==> src/rtl/spart_tx_arbiter.sv <==
// spart_tx_arbiter: round-robin share of the SPART TX FIFO, nibble-tagged word framing.
// Define SPART_TX_CHECK_EN to add an XOR check byte (tag 4'hE) before the terminator.
module spart_tx_arbiter #(
  parameter int         NREQ      = 2,
  parameter logic [3:0] SLOT_BASE = 4'h1
) (
  input  logic                 clk,
  input  logic                 rst_n,
  input  logic [NREQ-1:0]      req,
  input  logic [16*NREQ-1:0]   wdata,
  output logic [NREQ-1:0]      gnt,
  output logic                 busy,
  input  logic                 fifo_full,
  output logic                 fifo_send,
  output logic [7:0]           fifo_data
);

  localparam int IDW = (NREQ > 1) ? $clog2(NREQ) : 1;

  typedef enum logic [2:0] {
    IDLE,
    SEND,
`ifdef SPART_TX_CHECK_EN
    CHK,
`endif
    TERM,
    DONE
  } state_t;

  state_t          state_q, state_d;
  logic [1:0]      idx_q, idx_d;
  logic [15:0]     word_q, word_d;
  logic [IDW-1:0]  id_q, id_d;
  logic [IDW-1:0]  rr_q, rr_d;
  logic [IDW-1:0]  win;
  logic [15:0]     word_sel;
  logic [3:0]      nib;
  logic [3:0]      tag;

  // Rotate so the rr pointer sits at bit 0, then take the lowest set bit.
  function automatic logic [IDW-1:0] rr_pick(
    input logic [NREQ-1:0] r,
    input logic [IDW-1:0]  p
  );
    logic [NREQ-1:0] rot;
    int              c;
    rot = (r >> p) | (r << (NREQ - int'(p)));
    c   = int'(p);
    for (int k = NREQ - 1; k >= 0; k--) begin
      if (rot[k]) c = int'(p) + k;
    end
    if (c >= NREQ) c = c - NREQ;
    return IDW'(c);
  endfunction

  always_comb begin
    win      = rr_pick(req, rr_q);
    word_sel = '0;
    for (int i = 0; i < NREQ; i++) begin
      if (IDW'(i) == win) word_sel = wdata[16*i +: 16];
    end
  end

  always_comb begin
    nib = 4'h0;
    unique case (idx_q)
      2'd0: nib = word_q[15:12];
      2'd1: nib = word_q[11:8];
      2'd2: nib = word_q[7:4];
      2'd3: nib = word_q[3:0];
      default: nib = 4'h0;
    endcase
  end

  assign tag  = SLOT_BASE + {2'b00, idx_q};
  assign busy = (state_q != IDLE);

  always_comb begin
    state_d   = state_q;
    idx_d     = idx_q;
    word_d    = word_q;
    id_d      = id_q;
    rr_d      = rr_q;
    fifo_send = 1'b0;
    fifo_data = 8'h00;
    gnt       = '0;
    unique case (state_q)
      IDLE: begin
        if (|req) begin
          id_d    = win;
          word_d  = word_sel;
          idx_d   = 2'd0;
          state_d = SEND;
        end
      end
      SEND: begin
        fifo_send = ~fifo_full;
        if (!fifo_full) begin
          fifo_data = {tag, nib};
          idx_d     = idx_q + 2'd1;
          if (idx_q == 2'd3) begin
`ifdef SPART_TX_CHECK_EN
            state_d = CHK;
`else
            state_d = TERM;
`endif
          end
        end
      end
`ifdef SPART_TX_CHECK_EN
      CHK: begin
        fifo_send = ~fifo_full;
        if (!fifo_full) begin
          fifo_data = {4'hE, word_q[15:12] ^ word_q[11:8]
                             ^ word_q[7:4] ^ word_q[3:0]};
          state_d   = TERM;
        end
      end
`endif
      TERM: begin
        fifo_send = ~fifo_full;
        if (!fifo_full) begin
          fifo_data = {4'hF, 4'(id_q)};
          state_d   = DONE;
        end
      end
      DONE: begin
        gnt     = NREQ'(1) << id_q;
        rr_d    = (int'(id_q) == NREQ - 1) ? '0 : id_q + IDW'(1);
        state_d = IDLE;
      end
      default: state_d = IDLE;
    endcase
  end

  always_ff @(posedge clk) begin
    if (!rst_n) begin
      state_q <= IDLE;
      idx_q   <= '0;
      word_q  <= '0;
      id_q    <= '0;
      rr_q    <= '0;
    end else begin
      state_q <= state_d;
      idx_q   <= idx_d;
      word_q  <= word_d;
      id_q    <= id_d;
      rr_q    <= rr_d;
    end
  end

endmodule

==> config.mk <==
export PLATFORM = sky130hd
export DESIGN_NAME = spart_tx_arbiter
export DESIGN_NICKNAME = d
export VERILOG_FILES = /design/src/rtl/spart_tx_arbiter.sv
export SDC_FILE = /design/constraint.sdc
export NUM_CORES = 1
export LEC_CHECK = 0
export ABC_AREA = 1
export CORE_ASPECT_RATIO = 2
export CORE_MARGIN = 5
export CORE_UTILIZATION = 40
export CTS_CLUSTER_DIAMETER = 40
export DETAILED_ROUTE_END_ITERATION = 10
export GPL_TIMING_DRIVEN = 1
export PLACE_DENSITY = 0.71
export SLEW_MARGIN = 10
export SYNTH_ARGS = -nofsm -noshare
export SYNTH_HDL_FRONTEND = slang
export SYNTH_SLANG_ARGS = --single-unit
==> constraint.sdc <==
create_clock -name clk -period 2.3 [get_ports clk]
set_input_delay 0.46 -clock clk [delete_from_list [all_inputs] [get_ports clk]]
set_output_delay 0.46 -clock clk [all_outputs]
set_load 0.02 [all_outputs]
==> impl_metrics.toml <==
[outcome]
status = "finished clean"

[global_route]
antenna_found_initial = 0
grt_usage_pct = 16.9
grt_max_degree = 25
grt_pass1_vias = 1545
grt_pass1_wl_um = 6440
grt_overflow = 0

[yosys]
synth-edff-count = 0
ys_ff_latch = 22
syn_nets = 282
yosysTopAreaCell = "dfxtp_1"
yosys.area.top_type_share_pct = 30.1
ys.flop_type = "dfxtp_1"
yosysSeqAreaShare_pct = 30.1
yosys-top-cells-area = "dfxtp_1 (30%), nand2_1 (15%), nand3_1 (12%)"
avgSynthCellArea_um2 = 6.18
syn-cell-area_um2 = 1470
synth_warnings = 0
ys_async_sr_fraction_pct = 0
yosysUniqueCellTypes = 23
synth.top_cells.by_count = "nand2_1 (58), inv_1 (39), nand3_1 (36), nor2_1 (32), dfxtp_1 (22)"
synth_cells = 237
yosys.cell_count.top_type = "nand2_1"

[clock_network]
cts_buffers = 3
post_cts_buffers = 0
cts_sinks = 22
clkSlewWorstSetupHoldPaths_ns = 0.08
cts-root-buf = "clkbuf_8"
cts_tree = "yes"
ctsHoldBuffers = 0
clk-insertion-delay-late_ns = 0.26
clockBufferDepth = 2
htree_levels = 1

[layout]
syn2layout_area_growth_pct = 40.1
stdcell_count = 337
drive_gt1_share_pct = 7.64
diodes = 0
fin_nets = 334
postLayoutCoreUtil_pct = 57.5

[route]
finalWirelength_um = 3890
firstDrtPassIters = 4
wl_per_cell_um = 11.5
via_per_inst = 4.71
ant_nets = 0
vias = 1588
first_iter_violations = 30
drc = 0

[die]
die_h_um = 95.6
start_util_pct = 41.1
num_io_pins = 49
die_area_um2 = 5050
core_um2 = 3570
fp.dieW_um = 52.8
rows = 31

[sta]
holdWs_ns = 0.534
slew-limit-headroom_pct = 77.7
hold_viol = 0
setup_violations = 0
period_needed_ns = 2.17
tightest_slew_ns = 0.335
post-route-period-util_pct = 94.6
fmax_ghz = 0.460
finClkSkew_ns = 0.00322
maxSlewViolCount = 0
setup_tns_ns = 0
rsz0062_at_grt = "false"

[placement]
dp_cells = 333
place_congestion = 0.821
port_buffers = 48
hpwl_um = 3160

[power_and_ir_drop]
seqPwrFrac_pct = 27.4
combPwrFrac_pct = 56.7
power.total_mw = 2.25
pwr-share-clk_pct = 15.9
power.density_nw_per_um2 = 1100
p_switching_mw = 0.988
swShare_pct = 43.9
p_leak_nw = 1.06
p_int_mw = 1.26
ir_drop_v = 0.000676

[critical_path]
arrival_ns = 1.71
crit_fanout = 4
cp.required_ns = 1.84
reg2reg_slack_ns = 0.71
end_kind = "output pin"
critical_path_class = "flop to output pin"
crit_path_start_kind = "flop"

[worst_hold_path]
hold_path_class = "flop to flop"

[run]
maxCapViolCount = 0
cell families (layout without fill, tap and decap cells):
logic type / Yosys count / in the layout / share of synthesized area, %
buffers and inverters: 48 / 99 / 13.9
adders and majority gates: 8 / 8 / 6.83
and+or+nand+nor: 133 / 133 / 39.7
DFF: 22 / 22 / 30.1
AOI/OAI and AO/OA: 26 / 26 / 9.48
power groups by stage:
stage               clock network, mW  registers, mW  logic, mW
global route                    0.380          0.631       1.47
detailed placement                  0          0.626       1.30
finish                          0.358          0.616       1.28
CTS                             0.362          0.616       1.29
floorplan                           0          0.592      0.932
global placement                    0          0.622       1.29
layout by cell type (no fill, tap or decap), types with 2 or more instances in the layout:
master | netlist | final
nand2_1 | 58 | 58
inv_1 | 39 | 39
clkdlybuf4s50_1 | 0 | 39
nand3_1 | 36 | 36
nor2_1 | 32 | 31
dfxtp_1 | 22 | 22
a21oi_1 | 13 | 13
ha_1 | 8 | 8
o21ai_0 | 7 | 7
buf_4 | 4 | 6
clkbuf_2 | 0 | 4
nand2_4 | 3 | 3
clkbuf_8 | 0 | 3
dlygate4sd2_1 | 0 | 3
inv_2 | 2 | 2
nor2_2 | 1 | 2
o22ai_1 | 2 | 2
clkdlybuf4s15_1 | 0 | 2
repair_timing:
item,in CTS,in global routing
gates resized for setup,11,10
setup endpoints to repair,9,8
hold endpoints to repair,0,0
metrics by stage:
stage | worst slack (ns) | cell area, um2
after floorplan | 0.210 | 1470
after global placement | -0.214 | 2000
after detailed placement | -0.241 | 2000
after CTS | 0.0125 | 2060
after global routing | 0.00788 | 2050
final | 0.125 | 2050
registers in the layout, summed over array words and instances (netlist names):
name     cells
word_q      16
idx_q        2
state_q      2
id_q         1
rr_q         1
final cells by class:
cell class / count / area (um2)
Sequential cell: 22 / 440
Inverter: 41 / 154
Clock buffer: 3 / 41.3
Multi-Input combinational cell: 167 / 823
Tap cell: 49 / 61.3
Clock inverter: 1 / 30.0
Fill cell: 373 / 1520
Timing Repair Buffer: 54 / 502
final timing paths:
check | to | startpoint | cells past startpoint
hold reg to reg | rr_q$_SDFFE_PN0N_ | rr_q$_SDFFE_PN0N_ | 2
hold / removal | rr_q$_SDFFE_PN0N_ | rr_q$_SDFFE_PN0N_ | 2
setup reg to reg | word_q[10]$_SDFFE_PN0P_ | state_q[1]$_SDFFE_PN0P_ | 8
setup / recovery | fifo_data[7] | state_q[1]$_SDFFE_PN0P_ | 7
worst max-delay path, cell delays in order, from the launching register on:
cell and delay [ns]:
dfxtp_1 0.38, inv_1 0.09, ha_1 0.33, inv_1 0.06, nor2_2 0.09, nand2_1 0.10, inv_1 0.08, dlygate4sd2_1 0.33
routing by layer:
layer	GRT usage (%)	up-vias	wire length (um)	part of all wire, %
met5	0	-	0	0
met4	6.82	0	93	2.4
met3	2.19	8	149	3.8
met2	33.9	33	2240	58
met1	16.2	708	1410	36
li1	-	839	-	-
No activity file was read; power rests on OpenSTA's default activity.
